`config.mk`:
```
export PLATFORM = sky130hd
export DESIGN_NAME = p_seq_addsub
export DESIGN_NICKNAME = d
export VERILOG_FILES = /design/src/rtl/p_seq_addsub.sv
export SDC_FILE = /design/constraint.sdc
export NUM_CORES = 1
export LEC_CHECK = 0
export ABC_AREA = 1
export CAP_MARGIN = 10
export CORE_ASPECT_RATIO = 0.9
export CORE_UTILIZATION = 25
export CTS_BUF_LIST = sky130_fd_sc_hd__clkbuf_16
export DETAILED_ROUTE_END_ITERATION = 7
export GPL_TIMING_DRIVEN = 0
export SYNTH_ARGS = -nofsm -noshare
export SYNTH_HDL_FRONTEND = slang
export SYNTH_SLANG_ARGS = --single-unit
```
`constraint.sdc`:
```
create_clock -name clk -period 2.2 [get_ports clk]
set_clock_uncertainty 0.05 [all_clocks]
set_input_delay 0.33 -clock clk [delete_from_list [all_inputs] [get_ports clk]]
set_output_delay 0.33 -clock clk [all_outputs]
set_load 0.02 [all_outputs]
```
`src/rtl/p_seq_addsub.sv`:
```
`default_nettype none
// +------------------------------------------------------------------------+
// | Module      : p_seq_addsub                                             |
// | Description : Multi-cycle adder/subtractor. It adds WIDTH-bit operands |
// |               CHUNK bits per clock, least-significant slice first.    |
// |               It supports subtract mode, unsigned saturation,         |
// |               carry/borrow and signed-overflow flags, and a           |
// |               start/done handshake.                                   |
// | Revision    : 1.0 - initial release                                    |
// +------------------------------------------------------------------------+
module p_seq_addsub #(
  parameter int WIDTH = 12,
  parameter int CHUNK = 4
) (
  input  logic             clk,
  input  logic             rst_n,
  input  logic             start,
  input  logic             sub,
  input  logic             sat,
  input  logic [WIDTH-1:0] x,
  input  logic [WIDTH-1:0] y,
  output logic             ready,
  output logic             done,
  output logic [WIDTH-1:0] s,
  output logic             cout,
  output logic             ovf
);

  localparam int NCHUNK = WIDTH / CHUNK;
  localparam int CW     = (NCHUNK > 1) ? $clog2(NCHUNK) : 1;
  localparam logic [CW-1:0] C_LAST = CW'(NCHUNK - 1);

  typedef enum logic [0:0] {
    IDLE = 1'b0,
    RUN  = 1'b1
  } state_t;

  state_t           state_q, state_d;
  logic [CW-1:0]    cnt_q, cnt_d;
  // Operands are shifted right one slice per cycle, so the active slice
  // always sits in the low CHUNK bits.
  logic [WIDTH-1:0] a_q, a_d;
  logic [WIDTH-1:0] b_q, b_d;
  logic             sub_q, sub_d;
  logic             sat_q, sat_d;
  logic             carry_q, carry_d;
  // Each new slice enters the working sum at the top. After NCHUNK cycles
  // every slice is in its final position.
  logic [WIDTH-1:0] sum_q, sum_d;
  logic [WIDTH-1:0] s_q, s_d;
  logic             cout_q, cout_d;
  logic             ovf_q, ovf_d;
  logic             done_q, done_d;

  logic [CHUNK:0]   w_slice_sum;
  logic [WIDTH-1:0] w_slice_ext;
  logic [WIDTH-1:0] w_sum_shift;
  logic             w_c_out;
  logic             w_c_msb;
  logic             w_flag_cout;
  logic             w_last;
  logic             w_accept;

  // Slice adder and the flags derived from the final slice
  always_comb begin
    w_slice_sum = {1'b0, a_q[CHUNK-1:0]} + {1'b0, b_q[CHUNK-1:0]}
                + {{CHUNK{1'b0}}, carry_q};
    w_c_out     = w_slice_sum[CHUNK];
    // The carry into the MSB is recovered from the MSB sum bit. It is only
    // meaningful while the top slice is being added.
    w_c_msb     = w_slice_sum[CHUNK-1] ^ a_q[CHUNK-1] ^ b_q[CHUNK-1];
    w_slice_ext = WIDTH'(w_slice_sum[CHUNK-1:0]);
    w_sum_shift = (sum_q >> CHUNK) | (w_slice_ext << (WIDTH - CHUNK));
    // In subtract mode the adder carry is the inverse of the borrow.
    w_flag_cout = sub_q ? ~w_c_out : w_c_out;
    w_last      = (state_q == RUN) && (cnt_q == C_LAST);
    // The final-slice cycle also accepts a new request, so the next
    // operation overlaps with the write-back of the current one.
    ready       = (state_q == IDLE) || w_last;
    w_accept    = start && ready;
  end

  // Next-state logic: slice stepping, write-back and request acceptance
  always_comb begin
    state_d = state_q;
    cnt_d   = cnt_q;
    a_d     = a_q;
    b_d     = b_q;
    sub_d   = sub_q;
    sat_d   = sat_q;
    carry_d = carry_q;
    sum_d   = sum_q;
    s_d     = s_q;
    cout_d  = cout_q;
    ovf_d   = ovf_q;
    done_d  = 1'b0;

    case (state_q)
      IDLE: begin
        state_d = IDLE;
      end
      RUN: begin
        a_d     = a_q >> CHUNK;
        b_d     = b_q >> CHUNK;
        carry_d = w_c_out;
        sum_d   = w_sum_shift;
        cnt_d   = cnt_q + CW'(1);
        if (w_last) begin
          if (sat_q && w_flag_cout) begin
            s_d = sub_q ? {WIDTH{1'b0}} : {WIDTH{1'b1}};
          end else begin
            s_d = w_sum_shift;
          end
          cout_d  = w_flag_cout;
          ovf_d   = w_c_msb ^ w_c_out;
          done_d  = 1'b1;
          cnt_d   = '0;
          state_d = IDLE;
        end
      end
      default: begin
        state_d = IDLE;
      end
    endcase

    // Subtraction is x + ~y + 1. The +1 enters as the initial carry.
    if (w_accept) begin
      a_d     = x;
      b_d     = y ^ {WIDTH{sub}};
      sub_d   = sub;
      sat_d   = sat;
      carry_d = sub;
      cnt_d   = '0;
      sum_d   = '0;
      state_d = RUN;
    end
  end

  // State and datapath registers with synchronous active-low reset
  always_ff @(posedge clk) begin
    if (!rst_n) begin
      state_q <= IDLE;
      cnt_q   <= '0;
      a_q     <= '0;
      b_q     <= '0;
      sub_q   <= 1'b0;
      sat_q   <= 1'b0;
      carry_q <= 1'b0;
      sum_q   <= '0;
      s_q     <= '0;
      cout_q  <= 1'b0;
      ovf_q   <= 1'b0;
      done_q  <= 1'b0;
    end else begin
      state_q <= state_d;
      cnt_q   <= cnt_d;
      a_q     <= a_d;
      b_q     <= b_d;
      sub_q   <= sub_d;
      sat_q   <= sat_d;
      carry_q <= carry_d;
      sum_q   <= sum_d;
      s_q     <= s_d;
      cout_q  <= cout_d;
      ovf_q   <= ovf_d;
      done_q  <= done_d;
    end
  end

  assign done = done_q;
  assign s    = s_q;
  assign cout = cout_q;
  assign ovf  = ovf_q;

endmodule
`default_nettype wire

```
**Word level (Yosys, flattened, before mapping)**

Index checks and enable logic that the tools add are counted.

- Register bits: 57
- Bits of input ports: 29
- Output and inout bits: 16
- Logic and storage cells: 46

- $add $sub $neg: 3
- Equality and inequality tests: 1
- Mux-type cells: 14
- Bitwise gates (word level): 8
- Reductions and logical operators: 8

Operator list:

| kind | number |
|---|---|
| $mux W12 | 6 |
| $or A8 B12 Y12 | 1 |
| $xor A12 B12 Y12 | 1 |
| $mux W1 | 6 |
| $add A4 B4 Y5 | 1 |
| $add A5 B1 Y5 | 1 |
| $reduce_and A2 Y1 | 2 |
| $logic_and A1 B1 Y1 | 3 |
| $not A1 Y1 | 3 |
| $xor A1 B1 Y1 | 3 |
| $add A2 B1 Y2 const B | 1 |
| $eq A2 B2 Y1 const B | 1 |
| $mux W2 | 1 |
| $pmux W1 S2 | 1 |
| $reduce_bool A2 Y1 | 1 |
| $reduce_or A2 Y1 | 1 |
| $logic_or A1 B1 Y1 | 1 |

**Depth between registers and ports, before layout**

Gate-level depths: netlist of the first run.

- Word-level depth: 6
- Mapped depth: 12
- Gate-level depth less buffers: 12

**Worst setup path after synthesis of the first run**

No wires, ideal clock.

- Kind: flip-flop to flip-flop
- Start: register a_q[0]
- End: register s_q[8] (netlist: s[8])
- Library setup time: 0.122 ns
- Arrival time: 1.611 ns
- Data required time: 2.028 ns
- Setup slack: 0.417 ns
- Cell stages (with the launch flop): 12
- Buffers on the path: 1
- Period minus slack after synthesis: 1.783 ns
- Path through: dfxtp_1 fa_1 inv_1 fa_1 inv_1 nand3_2 nand2_2 nand2_2 nand3_2 buf_6 nand2_2 a21oi_2

- Longest elaborated chain between the ends: 6
- Elaborated cells on any way between the ends: 7
- Classes of those cells: add/sub: 2; mux: 2; bitwise: 2; reduce/logical: 1

RTL lines:

| element | line | RTL |
|---|---|---|
| start: declaration | 42 | `logic [WIDTH-1:0] a_q, a_d;` |
| start signal: assignment | 144 | `a_q <= '0;` |
| start signal: assignment | 157 | `a_q <= a_d;` |
| $add A4 B4 Y5 (*) | 66 | `w_slice_sum = {1'b0, a_q[CHUNK-1:0]} + {1'b0, b_q[CHUNK-1:0]}` |
| $add A5 B1 Y5 (*) | 67 | `+ {{CHUNK{1'b0}}, carry_q};` |
| $not A1 Y1 | 75 | `w_flag_cout = sub_q ? ~w_c_out : w_c_out;` |
| $mux W1 | 75 |  |
| $logic_and A1 B1 Y1 | 109 | `if (sat_q && w_flag_cout) begin` |
| $mux W12 (*) | 109 |  |
| end signal: assignment | 150 | `s_q <= '0;` |
| end signal: assignment | 163 | `s_q <= s_d;` |
| end: declaration | 50 | `logic [WIDTH-1:0] s_q, s_d;` |

Every way passes the cells marked *; elsewhere a longest branch is shown, timed or not.
A chain may end at the register's enable or synchronous reset.

**Worst setup path after layout of the first run**

- Start: register a_q[0]
- End: register s_q[2] (netlist: s[2])

- Longest elaborated chain between the ends: 6

RTL lines:

| element | line |
|---|---|
| $add A4 B4 Y5 (*) | 66 |
| $add A5 B1 Y5 (*) | 67 |
| $not A1 Y1 | 75 |
| $mux W1 (*) | 75 |
| $logic_and A1 B1 Y1 (*) | 109 |
| $mux W12 (*) | 109 |

Marks and branches as above.

==> results of run 1 <==
==> sequential cells by signal (all words and copies together) (netlist names), 2 cells and up <==
signal,flops
a_q,12
b_q,12
cnt_q,2
s,12
sum_q,8
==> per-stage QoR <==
step / power (mW) / cell area (um2) / setup slack [ns] / hold WS [ns] / utilization [%]
after floorplan: 1.335 / 2636 / 0.4171 / 0.3881 / -
after global placement: 1.458 / 3218 / 0.2289 / 0.4013 / 31.40
after detailed placement: 1.469 / 3218 / 0.2119 / 0.4051 / 31.40
after CTS: 2.331 / 3381 / 0.1874 / 0.3256 / 32.99
after global routing: 2.432 / 3383 / 0.01824 / 0.3319 / 33.02
final: 2.312 / 3383 / 0.1960 / 0.3289 / 33.02
==> timing repair <==
item | in CTS | in global routing
buffers inserted | 0 | 0
hold buffers | 0 | 0
resized for setup | 0 | 1
endpoints found under the setup margin | 0 | 2
==> routing by layer <==
layer	routed length, um	vias up
li1	-	1181
met1	2787	1016
met2	2679	50
met3	289	10
met4	97	0
met5	0	-
==> logic make-up after synthesis <==
logic type / synth area share (%)
xor+xnor: 4.319
fa+ha+maj: 2.943
flops: 40.25
compound gates: 17.09
buf+inv: 11.44
simple gates: 23.97
==> power by group <==
group / switching [mW] / internal (mW)
clock network: 0.337 / 0.529
registers: 0.0322 / 1.01
logic: 0.227 / 0.180
==> critical path, stage by stage, from the launching register on <==
cell	delay [ns]
sky130_fd_sc_hd__dfxtp_1	0.38
sky130_fd_sc_hd__fa_2	0.25
sky130_fd_sc_hd__inv_1	0.06
sky130_fd_sc_hd__fa_1	0.40
sky130_fd_sc_hd__inv_1	0.08
sky130_fd_sc_hd__nand3_2	0.08
sky130_fd_sc_hd__nand2_2	0.13
sky130_fd_sc_hd__nand2_2	0.07
sky130_fd_sc_hd__nand3_2	0.09
sky130_fd_sc_hd__buf_6	0.17
sky130_fd_sc_hd__nand2_2	0.06
sky130_fd_sc_hd__a21oi_2	0.11
==> layout by cell type (no fill, tap or decap), types with 2 or more instances in the layout <==
master and instances:
sky130_fd_sc_hd__ha_1 3, sky130_fd_sc_hd__xnor2_1 9, sky130_fd_sc_hd__o21ai_1 8, sky130_fd_sc_hd__inv_2 4, sky130_fd_sc_hd__o211ai_1 9, sky130_fd_sc_hd__clkinv_1 2, sky130_fd_sc_hd__nor2_1 20, sky130_fd_sc_hd__inv_6 2
sky130_fd_sc_hd__nand2_1 76, sky130_fd_sc_hd__buf_6 7, sky130_fd_sc_hd__clkdlybuf4s50_1 42, sky130_fd_sc_hd__nand3_2 3, sky130_fd_sc_hd__inv_1 33, sky130_fd_sc_hd__clkbuf_16 5, sky130_fd_sc_hd__buf_4 2, sky130_fd_sc_hd__xor2_1 4
sky130_fd_sc_hd__a21oi_2 11, sky130_fd_sc_hd__dfxtp_1 53, sky130_fd_sc_hd__nand3_1 18, sky130_fd_sc_hd__nand2_4 3, sky130_fd_sc_hd__buf_2 5, sky130_fd_sc_hd__clkbuf_1 3, sky130_fd_sc_hd__nand2_2 13, sky130_fd_sc_hd__a21oi_1 22
sky130_fd_sc_hd__o21ai_0 22
==> worst min path at each step <==
stage / start / end / cells past startpoint
4_1_cts: rst_n / s[1] / 3
3_5_place_dp: a_q[11] / a_q[11] / 2
3_3_place_gp: b_q[10] / b_q[10] / 2
6_report: rst_n / s[1] / 3
2_1_floorplan: sum_q[4] / s[0] / 2
5_1_grt: rst_n / s[1] / 3
==> final cells by class <==
type                            count  area (um2)  area share, %
Timing Repair Buffer               42       420.4          12.43
Tap cell                          129       161.4          4.771
Clock inverter                      3       37.54          1.109
Inverter                           39       156.4          4.623
Multi-Input combinational cell    229        1276          37.72
Buffer                             18       145.1          4.290
Clock buffer                        5       125.1          3.698
Sequential cell                    53        1061          31.36
==> run_summary.xml, run 1 <==
<?xml version="1.0" encoding="UTF-8"?>
<metrics>
  <group name="global_routing">
    <metric name="grt_pass1_vias" unit="">2209</metric>
    <metric name="grt_overflow_total" unit="">0</metric>
    <metric name="grt_pass1_wl" unit="mm">10.13</metric>
    <metric name="largest_net_degree_at_the_start_of_global_routing" unit="">16</metric>
    <metric name="antenna_found_initial" unit="">0</metric>
    <metric name="grt.busiest_layer" unit="">met2</metric>
    <metric name="use_met2" unit="%">19.88</metric>
    <metric name="grt.total_usage" unit="%">11.78</metric>
    <metric name="met1_usage" unit="%">14.28</metric>
    <metric name="gr-usage-met3" unit="%">2.883</metric>
  </group>
  <group name="sta">
    <metric name="setup_tns" unit="ns">0</metric>
    <metric name="worstMarginPinSlew" unit="ns">0.5192</metric>
    <metric name="slew_violations" unit="">0</metric>
    <metric name="final_period_minus_worst_setup_slack" unit="ns">2.004</metric>
    <metric name="grt_setup_unrepaired" unit="">no</metric>
    <metric name="finalCritPeriodShare" unit="%">91.09</metric>
    <metric name="setup_viol" unit="">0</metric>
    <metric name="slew_headroom" unit="%">65.39</metric>
    <metric name="fmax" unit="GHz">0.4990</metric>
    <metric name="hold_viol_final" unit="">0</metric>
  </group>
  <group name="yosys">
    <metric name="ys_seq_area_share" unit="%">40.25</metric>
    <metric name="syn_area" unit="mm2">0.002636</metric>
    <metric name="netlist.area_leader.share" unit="%">40.25</metric>
    <metric name="synthTopCellsByArea" unit="">sky130_fd_sc_hd__dfxtp_1 40%, sky130_fd_sc_hd__nand2_1 11%, sky130_fd_sc_hd__inv_1 4.6%</metric>
    <metric name="synth-main-ff-cell" unit="">sky130_fd_sc_hd__dfxtp_1</metric>
    <metric name="synth_cell_types" unit="">31</metric>
    <metric name="mappedNetlistNets" unit="">373</metric>
    <metric name="number_of_enable_type_register_cells_in_the_synthesized_netlist" unit="">0</metric>
    <metric name="synth-seq-cells" unit="">53</metric>
    <metric name="postSynth.asyncResetShare" unit="%">0</metric>
    <metric name="synth_area_leader_cell" unit="">sky130_fd_sc_hd__dfxtp_1</metric>
    <metric name="synth_cells" unit="">339</metric>
    <metric name="synthesis.yosys.warnings" unit="">0</metric>
    <metric name="avgSynthCellArea" unit="um2">7.777</metric>
    <metric name="netlist_top_cells_count" unit="">76 x sky130_fd_sc_hd__nand2_1, 53 x sky130_fd_sc_hd__dfxtp_1, 32 x sky130_fd_sc_hd__inv_1, 22 x sky130_fd_sc_hd__a21oi_1, 22 x sky130_fd_sc_hd__o21ai_0</metric>
    <metric name="synthMostInstantiatedCell" unit="">sky130_fd_sc_hd__nand2_1</metric>
  </group>
  <group name="cells_and_area">
    <metric name="final_net_count" unit="">422</metric>
    <metric name="final_non_filler_cells" unit="">518</metric>
    <metric name="drive_above_1_share" unit="%">15.68</metric>
    <metric name="num_antenna_cells" unit="">0</metric>
    <metric name="fillers" unit="">1124</metric>
    <metric name="area.growth.synth_to_final" unit="%">28.33</metric>
  </group>
  <group name="worst_setup_path">
    <metric name="critPathCaptureType" unit="">flop</metric>
    <metric name="worst_path_class_setup" unit="">reg -&gt; reg</metric>
    <metric name="worst_setup_path_start_kind" unit="">flop</metric>
    <metric name="timing.critical_path.from" unit="">a_q[0]</metric>
    <metric name="timing.critical_path.fanout_max" unit="">10</metric>
    <metric name="regToRegSetupSlack" unit="ns">0.20</metric>
    <metric name="worst_ep_arrival" unit="ns">2.18</metric>
    <metric name="worst_r2r_endpoint" unit="">s[2]</metric>
    <metric name="crit_required" unit="ns">2.37</metric>
    <metric name="endpoint" unit="">s[2]</metric>
    <metric name="crit-reg2reg-launch" unit="">a_q[0]</metric>
    <metric name="r2r_cells" unit="">11</metric>
  </group>
  <group name="clock_network">
    <metric name="worstSkewPairLatency" unit="ns">0.29</metric>
    <metric name="clock_sink_count" unit="">53</metric>
    <metric name="root_buffer" unit="">sky130_fd_sc_hd__clkbuf_16</metric>
    <metric name="cts_inserted_buffers" unit="">5</metric>
    <metric name="tritoncts" unit="">done</metric>
    <metric name="clk_transition_reported_paths" unit="ns">0.07</metric>
    <metric name="ctsLongestPathBuffers" unit="">2</metric>
    <metric name="cts_h_tree_depth" unit="">2</metric>
  </group>
  <group name="power_and_ir_drop">
    <metric name="power.static_leakage" unit="nW">1.424</metric>
    <metric name="irDropWorstVdd" unit="V">0.0002952</metric>
    <metric name="power-per-cell-area" unit="mW/mm2">683.4</metric>
  </group>
  <group name="worst_hold_path">
    <metric name="hold_class" unit="">in -&gt; reg</metric>
  </group>
  <group name="die">
    <metric name="row_count" unit="">35</metric>
    <metric name="fp.dieH" unit="um">99.42</metric>
    <metric name="floorplan.core_area" unit="mm2">0.01025</metric>
    <metric name="floorplan.initialDensity" unit="%">25.73</metric>
    <metric name="fp.dieW" unit="um">110.2</metric>
    <metric name="io-pin-count" unit="">45</metric>
    <metric name="die_area" unit="mm2">0.01096</metric>
  </group>
  <group name="route">
    <metric name="vias_per_cell" unit="">4.357</metric>
    <metric name="dr.pass1.iters" unit="">6</metric>
    <metric name="finalWirelength" unit="mm">5.853</metric>
    <metric name="detailroute.via_count" unit="">2257</metric>
    <metric name="detail_route.wl_per_cell" unit="um">11.30</metric>
    <metric name="drt_first_iter_violations" unit="">92</metric>
    <metric name="postRouteAntennaNets" unit="">0</metric>
    <metric name="route.detailed.drc" unit="">2</metric>
  </group>
  <group name="place">
    <metric name="place_hpwl" unit="mm">4.427</metric>
    <metric name="buffer_ports.inserted" unit="">42</metric>
    <metric name="numPlacedInstances" unit="">510</metric>
    <metric name="place_congestion" unit="">0.7751</metric>
  </group>
  <group name="run_status">
    <metric name="failed_checks" unit="">design-rule violations</metric>
    <metric name="outcome" unit="">finished with violations</metric>
  </group>
  <group name="flow_run">
    <metric name="maxCapViolCount" unit="">0</metric>
  </group>
</metrics>
Note: power is estimated with default switching activity, not from simulation.
==> run 2: changes to the inputs <==
--- a/config.mk
+++ b/config.mk
@@ -12,6 +12,7 @@
 export CTS_BUF_LIST = sky130_fd_sc_hd__clkbuf_16
 export DETAILED_ROUTE_END_ITERATION = 7
 export GPL_TIMING_DRIVEN = 0
+export HOLD_SLACK_MARGIN = 0.12
 export SYNTH_ARGS = -nofsm -noshare
 export SYNTH_HDL_FRONTEND = slang
 export SYNTH_SLANG_ARGS = --single-unit
==> results of run 2 <==
The final DEF is identical to that of run 1; final timing and power are the same.
==> run 3: changes to the inputs <==
--- a/config.mk
+++ b/config.mk
@@ -8,7 +8,7 @@
 export ABC_AREA = 1
 export CAP_MARGIN = 10
 export CORE_ASPECT_RATIO = 0.9
-export CORE_UTILIZATION = 25
+export CORE_UTILIZATION = 40
 export CTS_BUF_LIST = sky130_fd_sc_hd__clkbuf_16
 export DETAILED_ROUTE_END_ITERATION = 7
 export GPL_TIMING_DRIVEN = 0
@@ -16,3 +16,4 @@
 export SYNTH_ARGS = -nofsm -noshare
 export SYNTH_HDL_FRONTEND = slang
 export SYNTH_SLANG_ARGS = --single-unit
+export TNS_END_PERCENT = 10
==> run 3 against run 2 <==
  * Highest routed layer unchanged
  * Combinational power decreased by 1%
  * Hold slack lost 0.019 ns
  * Critical path type unchanged
  * Non-clock buffer count did not move
  * Via count down 1.2%
  * Register-to-register slack about the same
  * Power fell by 5.6%
  * Sequential cell count is the same
  * The flow now finishes without violations
==> run_summary.xml, run 3 (same netlist as run 1, synthesis figures left out) <==
<?xml version="1.0" encoding="UTF-8"?>
<metrics>
  <group name="clock_network">
    <metric name="root_buffer" unit="">sky130_fd_sc_hd__clkbuf_16</metric>
    <metric name="cts_inserted_buffers" unit="">5</metric>
    <metric name="clock_sink_count" unit="">53</metric>
    <metric name="ctsHoldBuffers" unit="">0</metric>
    <metric name="cts_h_tree_depth" unit="">2</metric>
    <metric name="ctsLongestPathBuffers" unit="">2</metric>
    <metric name="tritoncts" unit="">done</metric>
    <metric name="worstSkewPairLatency" unit="ns">0.29</metric>
    <metric name="clk_transition_reported_paths" unit="ns">0.06</metric>
  </group>
  <group name="route">
    <metric name="dr.pass1.iters" unit="">4</metric>
    <metric name="detail_route.wl_per_cell" unit="um">11.54</metric>
    <metric name="detailroute.via_count" unit="">2230</metric>
    <metric name="postRouteAntennaNets" unit="">0</metric>
    <metric name="finalWirelength" unit="mm">5.494</metric>
    <metric name="drt_first_iter_violations" unit="">85</metric>
    <metric name="vias_per_cell" unit="">4.685</metric>
    <metric name="route.detailed.drc" unit="">0</metric>
  </group>
  <group name="place">
    <metric name="place_congestion" unit="">0.7709</metric>
    <metric name="detailed_place.area" unit="mm2">0.003166</metric>
    <metric name="numPlacedInstances" unit="">468</metric>
    <metric name="place_hpwl" unit="mm">4.047</metric>
    <metric name="pre_cts_ws" unit="ns">0.1943</metric>
    <metric name="buffer_ports.inserted" unit="">42</metric>
  </group>
  <group name="global_routing">
    <metric name="grt_pass1_wl" unit="mm">9.584</metric>
    <metric name="antenna_found_initial" unit="">0</metric>
    <metric name="grt_pass1_vias" unit="">2019</metric>
    <metric name="grt.total_usage" unit="%">18.03</metric>
    <metric name="largest_net_degree_at_the_start_of_global_routing" unit="">16</metric>
    <metric name="grt_overflow_total" unit="">0</metric>
  </group>
  <group name="sta">
    <metric name="fmax" unit="GHz">0.4970</metric>
    <metric name="worstMarginPinSlew" unit="ns">0.5212</metric>
    <metric name="finalHoldWorstSlack" unit="ns">0.3097</metric>
    <metric name="setup_tns" unit="ns">0</metric>
    <metric name="slew_violations" unit="">0</metric>
    <metric name="setup_viol" unit="">0</metric>
    <metric name="slew_headroom" unit="%">65.25</metric>
    <metric name="hold_viol_final" unit="">0</metric>
    <metric name="grt_setup_unrepaired" unit="">no</metric>
    <metric name="post-route-worst-setup-slack" unit="ns">0.1881</metric>
    <metric name="final_period_minus_worst_setup_slack" unit="ns">2.012</metric>
    <metric name="finalCritPeriodShare" unit="%">91.45</metric>
  </group>
  <group name="run_status">
    <metric name="outcome" unit="">complete, no violations</metric>
  </group>
  <group name="worst_setup_path">
    <metric name="worst_path_class_setup" unit="">reg -&gt; reg</metric>
    <metric name="r2r_cells" unit="">11</metric>
    <metric name="timing.critical_path.from" unit="">a_q[0]</metric>
    <metric name="critPathCaptureType" unit="">flop</metric>
    <metric name="timing.critical_path.fanout_max" unit="">10</metric>
    <metric name="crit-reg2reg-launch" unit="">a_q[0]</metric>
    <metric name="worst_ep_arrival" unit="ns">2.19</metric>
    <metric name="crit_required" unit="ns">2.37</metric>
    <metric name="worst_setup_path_start_kind" unit="">flop</metric>
  </group>
  <group name="die">
    <metric name="io-pin-count" unit="">45</metric>
    <metric name="die_area" unit="mm2">0.006920</metric>
    <metric name="fp.dieW" unit="um">87.58</metric>
    <metric name="floorplan.core_area" unit="mm2">0.006250</metric>
    <metric name="row_count" unit="">27</metric>
    <metric name="fp.dieH" unit="um">79.02</metric>
    <metric name="floorplan.initialDensity" unit="%">42.18</metric>
  </group>
  <group name="cells_and_area">
    <metric name="final_non_filler_cells" unit="">476</metric>
    <metric name="fillers" unit="">640</metric>
    <metric name="area.growth.synth_to_final" unit="%">25.39</metric>
    <metric name="num_antenna_cells" unit="">0</metric>
    <metric name="mostFrequentLayoutCell" unit="">sky130_fd_sc_hd__nand2_1</metric>
    <metric name="layout.cell_area.non_filler" unit="mm2">0.003306</metric>
    <metric name="final-seq-area" unit="mm2">0.001061</metric>
    <metric name="final_net_count" unit="">422</metric>
    <metric name="most_used_cells_in_the_layout_excluding_fill_and_tap_cells" unit="">76 x sky130_fd_sc_hd__nand2_1, 53 x sky130_fd_sc_hd__dfxtp_1, 42 x sky130_fd_sc_hd__clkdlybuf4s50_1</metric>
    <metric name="drive_above_1_share" unit="%">15.68</metric>
    <metric name="multi_input_area" unit="mm2">0.001276</metric>
  </group>
  <group name="worst_hold_path">
    <metric name="hold_path_depth" unit="">3</metric>
    <metric name="hold_class" unit="">in -&gt; reg</metric>
    <metric name="worst_hold_startpoint" unit="">rst_n</metric>
  </group>
  <group name="flow_run">
    <metric name="maxCapViolCount" unit="">0</metric>
  </group>
  <group name="power_and_ir_drop">
    <metric name="irDropWorstVdd" unit="V">0.0003202</metric>
    <metric name="power.static_leakage" unit="nW">1.410</metric>
    <metric name="power-per-cell-area" unit="mW/mm2">660.5</metric>
  </group>
</metrics>
run 3: report_power, final:
part	internal [mW]	switching (mW)
logic	0.179	0.221
registers	1.01	0.0332
clock network	0.412	0.330
total	1.60	0.585
run 3: through the flow:
step,total power [mW],util (%)
finish,2.183,52.89
global placement,1.460,50.65
global route,2.297,52.89
floorplan,1.335,-
CTS,2.203,52.85
detailed placement,1.464,50.65
run 3: critical path, stage by stage (launching register included):
cell,delay (ns)
sky130_fd_sc_hd__dfxtp_1,0.38
sky130_fd_sc_hd__fa_2,0.26
sky130_fd_sc_hd__inv_1,0.06
sky130_fd_sc_hd__fa_1,0.40
sky130_fd_sc_hd__inv_1,0.08
sky130_fd_sc_hd__nand3_2,0.08
sky130_fd_sc_hd__nand2_2,0.13
sky130_fd_sc_hd__nand2_2,0.07
sky130_fd_sc_hd__nand3_2,0.10
sky130_fd_sc_hd__buf_6,0.17
sky130_fd_sc_hd__nand2_2,0.07
sky130_fd_sc_hd__a21oi_2,0.10
run 3: area by class of cell:
type / instances / area share [%]
plain buffers: 18 / 4.391
clock buffers: 5 / 3.785
clock inverters: 3 / 0.3785
multi-input cells: 229 / 38.61
well taps: 87 / 3.293
repair buffers: 42 / 12.72
inverters: 39 / 4.731
flip-flops and latches: 53 / 32.10
run 3: layer usage:
metal  track usage (%)  share of wire, %  up-vias
li1                  -                 -     1184
met1             25.89                53     1006
met3             4.678               2.6        5
met5                 0                 0        -
met2             26.80                43       35
met4             4.426               1.0        0
run 3: worst paths after layout:
path,end,slack (ns)
worst min-delay path,s[0],0.31
worst min register to register,s[2],0.41
worst max register to register,s[4],0.19
worst max-delay path,s[4],0.19
run 3: timing repair:
item                                   4_1_cts  5_1_grt
endpoints found under the hold margin        0        0
setup endpoints to repair                    0        2
gates resized for setup                      0        1
setup buffers                                0        0
